File: src/rtl/jts16_obj_pkg.sv
// Shared definitions for the sprite table scanner.
//   state_t      : scanner FSM states
//   WORD_*       : word offsets inside an 8-word table entry
//   END_MARK     : bottom value that terminates the object list
//   word_addr()  : builds a table RAM word address from entry and word offset
package jts16_obj_pkg;

    typedef enum logic [2:0] {
        ST_IDLE,
        ST_RD0,
        ST_CHK,
        ST_RDW,
        ST_WAITDR,
        ST_DONE
    } state_t;

    localparam logic [2:0] WORD_TOP   = 3'd0;
    localparam logic [2:0] WORD_XPOS  = 3'd1;
    localparam logic [2:0] WORD_PITCH = 3'd2;
    localparam logic [2:0] WORD_ADDR  = 3'd3;
    localparam logic [2:0] WORD_ATTR  = 3'd4;

    localparam logic [7:0] END_MARK = 8'hFF;

    function automatic logic [9:0] word_addr(input logic [6:0] entry, input logic [2:0] word);
        return {entry, word};
    endfunction

endpackage

File: src/rtl/jts16_obj_match.sv
// Combinational line test for one table entry.
//   word0    in  entry word 0: bottom in [15:8], top in [7:0]
//   line     in  line being prepared
//   visible  out top <= line < bottom (an empty entry is never visible)
//   end_mark out bottom is the end-of-list marker
//   row      out line - top, the row inside the object
module jts16_obj_match
    import jts16_obj_pkg::*;
(
    input  logic [15:0] word0,
    input  logic [7:0]  line,
    output logic        visible,
    output logic        end_mark,
    output logic [7:0]  row
);

    logic [7:0] top;
    logic [7:0] bottom;

    assign top      = word0[7:0];
    assign bottom   = word0[15:8];
    assign end_mark = (bottom == END_MARK);
    assign visible  = (line >= top) && (line < bottom);
    assign row      = line - top;

endmodule

File: src/rtl/jts16_obj_scan.sv
// Object table scanner: walks the 8-word entries of the object table for the
// line given on hstart and hands every visible object to the draw engine.
//   clk, rst        clock, asynchronous active-low reset
//   hstart, vrender start pulse and line number
//   dump_en         debug dump owns the RAM port; scanner freezes
//   tbl_addr/dout   object table RAM port (1-cycle read latency)
//   dr_start, dr_*  draw request pulse and its fields; dr_busy back-pressure
//   scan_done       end-of-scan pulse; obj_cnt / ovf report that scan
module jts16_obj_scan
    import jts16_obj_pkg::*;
#(
    parameter int MAXOBJ  = 32,
    parameter int ENTRIES = 128
) (
    input  logic        clk,
    input  logic        rst,
    input  logic        hstart,
    input  logic [7:0]  vrender,
    input  logic        dump_en,
    output logic [9:0]  tbl_addr,
    input  logic [15:0] tbl_dout,
    output logic        dr_start,
    input  logic        dr_busy,
    output logic [8:0]  dr_xpos,
    output logic [15:0] dr_pitch,
    output logic [15:0] dr_addr,
    output logic [15:0] dr_attr,
    output logic [7:0]  dr_line,
    output logic        scan_done,
    output logic [7:0]  obj_cnt,
    output logic        ovf
);

    localparam logic [6:0] LAST_ENTRY = 7'(ENTRIES - 1);
    localparam logic [7:0] MAX_CNT    = 8'(MAXOBJ);

    state_t     state;
    logic [6:0] entry;
    logic [7:0] line;
    logic [7:0] count;
    logic       ovf_hit;
    logic [1:0] rdw_cnt;
    logic [9:0] addr_q;     // address presented this cycle
    logic [9:0] prev_addr;  // address whose data is on tbl_dout this cycle
    logic       frz;        // set while frozen; first clear cycle replays a read

    logic       visible;
    logic       end_mark;
    logic [7:0] row;

    jts16_obj_match u_match (
        .word0    (tbl_dout),
        .line     (line),
        .visible  (visible),
        .end_mark (end_mark),
        .row      (row)
    );

    // The dump port drove the RAM during the freeze, so the data expected on
    // the first live cycle is gone. Re-present the address whose data the
    // frozen state was about to consume, stall one cycle, then resume.
    assign tbl_addr = frz ? prev_addr : addr_q;

    always_ff @(posedge clk or negedge rst) begin
        if (!rst) begin
            state     <= ST_IDLE;
            entry     <= '0;
            line      <= '0;
            count     <= '0;
            ovf_hit   <= 1'b0;
            rdw_cnt   <= '0;
            addr_q    <= '0;
            prev_addr <= '0;
            frz       <= 1'b0;
            dr_start  <= 1'b0;
            dr_xpos   <= '0;
            dr_pitch  <= '0;
            dr_addr   <= '0;
            dr_attr   <= '0;
            dr_line   <= '0;
            scan_done <= 1'b0;
            obj_cnt   <= '0;
            ovf       <= 1'b0;
        end else begin
            dr_start  <= 1'b0;
            scan_done <= 1'b0;
            if (dump_en) begin
                frz <= 1'b1;
            end else if (hstart) begin
                // A scan finishing this very cycle still reports its result.
                if (state == ST_DONE) begin
                    scan_done <= 1'b1;
                    obj_cnt   <= count;
                    ovf       <= ovf_hit;
                end
                line    <= vrender;
                entry   <= '0;
                count   <= '0;
                ovf_hit <= 1'b0;
                frz     <= 1'b0;
                addr_q  <= word_addr(7'd0, WORD_TOP);
                state   <= ST_RD0;
            end else if (frz) begin
                frz <= 1'b0;
            end else begin
                prev_addr <= addr_q;
                case (state)
                    ST_IDLE: ;
                    ST_RD0: begin
                        // Word 1 goes out speculatively while word 0 is checked.
                        addr_q <= word_addr(entry, WORD_XPOS);
                        state  <= ST_CHK;
                    end
                    ST_CHK: begin
                        if (end_mark) begin
                            state <= ST_DONE;
                        end else if (visible) begin
                            dr_line <= row;
                            addr_q  <= word_addr(entry, WORD_PITCH);
                            rdw_cnt <= '0;
                            state   <= ST_RDW;
                        end else if (entry == LAST_ENTRY) begin
                            state <= ST_DONE;
                        end else begin
                            entry  <= entry + 7'd1;
                            addr_q <= word_addr(entry + 7'd1, WORD_TOP);
                            state  <= ST_RD0;
                        end
                    end
                    ST_RDW: begin
                        rdw_cnt <= rdw_cnt + 2'd1;
                        case (rdw_cnt)
                            2'd0: begin
                                dr_xpos <= tbl_dout[8:0];
                                addr_q  <= word_addr(entry, WORD_ADDR);
                            end
                            2'd1: begin
                                dr_pitch <= tbl_dout;
                                addr_q   <= word_addr(entry, WORD_ATTR);
                            end
                            2'd2: dr_addr <= tbl_dout;
                            default: begin
                                dr_attr <= tbl_dout;
                                state   <= ST_WAITDR;
                            end
                        endcase
                    end
                    ST_WAITDR: begin
                        if (!dr_busy) begin
                            dr_start <= 1'b1;
                            count    <= count + 8'd1;
                            if (count + 8'd1 == MAX_CNT) begin
                                ovf_hit <= 1'b1;
                                state   <= ST_DONE;
                            end else if (entry == LAST_ENTRY) begin
                                state <= ST_DONE;
                            end else begin
                                entry  <= entry + 7'd1;
                                addr_q <= word_addr(entry + 7'd1, WORD_TOP);
                                state  <= ST_RD0;
                            end
                        end
                    end
                    ST_DONE: begin
                        scan_done <= 1'b1;
                        obj_cnt   <= count;
                        ovf       <= ovf_hit;
                        state     <= ST_IDLE;
                    end
                    default: state <= ST_IDLE;
                endcase
            end
        end
    end

endmodule
File: config.mk
export PLATFORM = sky130hd
export DESIGN_NAME = jts16_obj_scan
export DESIGN_NICKNAME = d
export VERILOG_FILES = /design/src/rtl/jts16_obj_pkg.sv /design/src/rtl/jts16_obj_match.sv /design/src/rtl/jts16_obj_scan.sv
export SDC_FILE = /design/constraint.sdc
export NUM_CORES = 1
export LEC_CHECK = 0
export ABC_AREA = 1
export CORE_MARGIN = 4
export CORE_UTILIZATION = 35
export CTS_BUF_LIST = sky130_fd_sc_hd__clkbuf_4
export DETAILED_ROUTE_END_ITERATION = 6
export PLACE_DENSITY = 0.57
export SLEW_MARGIN = 20
export SYNTH_ARGS = -nofsm -noshare
export SYNTH_HDL_FRONTEND = slang
export SYNTH_SLANG_ARGS = --single-unit
File: constraint.sdc
create_clock -name clk -period 2.9 [get_ports clk]
set_clock_uncertainty 0.05 [all_clocks]
set_input_delay 0.87 -clock clk [delete_from_list [all_inputs] [get_ports clk]]
set_output_delay 0.87 -clock clk [all_outputs]
set_load 0.1 [all_outputs]
==> results.md <==
* Aggregate routed wire length at 16680 um
* Hold violation count in the final report at 0
* Category of the worst setup path capture point: primary output
* Netlist area before placement at 0.006135 sq mm
* Remaining number of nets flagged by the antenna check after routing at 0
* Worst Path Required at 1.98 ns
* Area of the core region at 0.01724 sq mm
* TritonCTS sink count at 126
* Global-route congestion overflow total at 0
* Max-capacitance violation count at 0
* RSZ-0062 raised after global routing: no
* Fraction of layout instances using a drive strength above 1 at 22.51%
* Async SR Flop Fraction at 100.0%
* Warnings, synthesis at 0
* CTS tree: yes
* Total power of the final layout at 0.005773 W
* DRC at 0
* Post-detailed-route wirelength per cell at 14.62 um
* Count of buffers added by post-CTS timing repair for setup at 0
* Post-synthesis sequential area ratio at 51.40%
* Detailed-routing iteration count for the pre-antenna-repair pass at 5
* Starting density of the core at 35.59%
* Number of vias after detailed routing at 5372
* Detailed placement HPWL at 12680 um
* NumNets Final at 953
* Clock slew at reported path FFs at 0.13 ns
* Drt via density at 4.708
* Via count of the first global-routing pass at 5133
* Die Y-Extent at 140.4 um
* Number of buffers created by CTS at 17
* Main flop type after synthesis: dfrtp_1
* Width of the chip at 140.4 um
* Growth of design area from synthesis to finish at 31.29%
* Number of design-rule violations left by the first detailed-router iteration at 271
* Post-CTS Resized at 0
* Number of buffers inserted by hold repair at cts at 0
* EDFF count, synth at 0
* Share of the clock period used by the worst path after layout at 93.65%
* Number of nets in the synthesized netlist at 789
* Placer congestion estimate at 0.8507
* CTS Root Buffer Type: clkbuf_4
* Path category of the worst min-delay check: in2async
* Count of state elements after synthesis at 126
* # placed instances at 1108
* Largest net degree at the start of global routing at 50
* Tightest Pin Transition at 0.6097 ns
* Insertion delay of the later-clocked pin in the worst-skew pair at 0.56 ns
* # rows at 48
* Result of the run: completed
* Mean cell area of the mapped netlist at 8.313 sq um
* Total power per unit cell area at 716.8 mW/mm^2
* Finish-stage setup viols at 0
* Htree depth at 4
* Wire length of the first global-routing pass at 27310 um
* Number of top-level pins at 115
* Antenna violations before repair at 1
* WP data arrival at 1.80 ns
* Count of final max-slew check failures at 0
* CP startpoint kind: register
* Count of input and output buffers at 114
* Highest net fanout along the worst path at 20
* Headroom to the max-slew limit at 58.71%
* Max IR drop VDD at 0.3684 mV
* Number of distinct standard cells referenced by the synthesized netlist at 39
* Startpoint-to-endpoint class of the critical path: reg2out
* Overall global routing resource usage at 17.51%
* Maximum clock rate at 368.2 MHz
* Number of buffers between clock root and the deepest sink at 2
* Final Non-Filler Cells at 1141
* Area of the die at 0.01971 sq mm
* Clock period minus worst slack at 2.716 ns
* Gate count of the mapped netlist at 738
* Reported leakage power at 4.133 nW
-- through the flow --
stage	worst slack, ns	setup TNS, ns	util [%]	instance area, sq um	hold WS, ns
floorplan	-0.06921	-0.6127	-	6135	0.4133
global placement	-0.1679	-3.614	45.09	7772	0.4218
detailed placement	-0.2453	-5.160	45.09	7772	0.4256
CTS	0.1337	0	46.71	8051	0.1968
global route	0.02710	0	46.73	8054	0.2021
finish	0.1841	0	46.73	8054	0.2110
-- cells in the mapped netlist, drive strengths merged (3+ instances only) --
cell / number / area, sq um
xnor2: 4 / 35.03
nand2: 250 / 950.9
nand4: 11 / 87.59
nand3: 25 / 135.1
buf: 11 / 66.31
nor3: 8 / 51.30
dfrtp: 126 / 3153
inv: 79 / 296.5
clkbuf: 9 / 33.78
a31oi: 3 / 18.77
o22ai: 15 / 93.84
ha: 21 / 262.8
a21oi: 13 / 76.33
nor2: 41 / 183.9
xor2: 7 / 68.82
o21ai: 106 / 534.3
-- power by group --
group / switching, W / total, W / internal [W] / leakage (nW)
Clock: 0.000778 / 0.00123 / 0.000454 / 0.150
Sequential: 0.000196 / 0.00219 / 0.00199 / 1.72
Combinational: 0.00172 / 0.00235 / 0.000637 / 2.26
-- registers in the layout, indices dropped and copies added (netlist names) --
name	flops
ovf_hit	1
rdw_cnt	2
addr_q	10
entry	7
scan_done	1
ovf	1
state	3
dr_pitch	16
obj_cnt	8
line	8
prev_addr	10
frz	1
dr_addr	16
dr_line	8
count	8
dr_attr	16
dr_start	1
dr_xpos	9
-- kinds of logic after synthesis --
family	after synthesis	synth area share (%)
simple gates	337	23.19
compound gates	143	12.65
flops	126	51.40
buf+inv	99	6.465
fa+ha+maj	22	4.609
xor+xnor	11	1.693
-- critical path: stages (launching register included) --
cell and delay (ns):
dfrtp_1 0.46, inv_1 0.08, buf_4 0.23, nand2_1 0.10
o21ai_1 0.16, buf_12 0.21
-- cells in the final DEF, fill, tap and decap left out, types with 8 or more instances in the layout --
cell type,netlist,layout
a21oi_1,12,12
buf_12,0,12
buf_4,2,126
clkbuf_4,0,17
clkdlybuf4s50_1,0,27
dfrtp_1,126,126
ha_1,21,21
inv_1,65,65
inv_2,14,14
nand2_1,247,247
nand3_1,23,23
nand4_1,8,8
nor2_1,33,33
o21ai_0,35,26
o21ai_1,70,79
o22ai_1,15,15
-- final timing paths --
kind	startpoint	to	slack (ns)	depth (start not counted)
max in group asynchronous	rst	dr_attr[9]$_DFFE_PN0P_	1.95	2
min in group clk	obj_cnt[1]$_DFFE_PN0P_	obj_cnt[1]$_DFFE_PN0P_	0.45	2
worst max register to register	line[0]$_DFFE_PN0P_	addr_q[2]$_DFFE_PN0P_	0.71	13
worst max-delay path	frz$_DFF_PN0_	tbl_addr[1]	0.18	5
worst min register to register	obj_cnt[1]$_DFFE_PN0P_	obj_cnt[1]$_DFFE_PN0P_	0.45	2
worst min-delay path	rst	state[0]$_DFFE_PN0P_	0.21	1
-- cell type report --
cell class	instances	area, sq um
fill	1754	9183
sequential	126	3153
inverter	79	296.5
multi-input combinational	513	2585
tap	225	281.5
antenna	1	2.502
timing repair buffer	165	1456
clock inverter	15	151.4
clock buffer	17	127.6
-- per-layer routing --
metal / global-route usage (%) / vias to the layer above / part of all wire, %
met5: 0 / - / 0
met3: 4.302 / 21 / 4.1
met4: 5.915 / 0 / 2.2
met1: 25.34 / 2509 / 49
met2: 25.66 / 106 / 44
li1: - / 2736 / -
(Power assumes the default switching activity.)
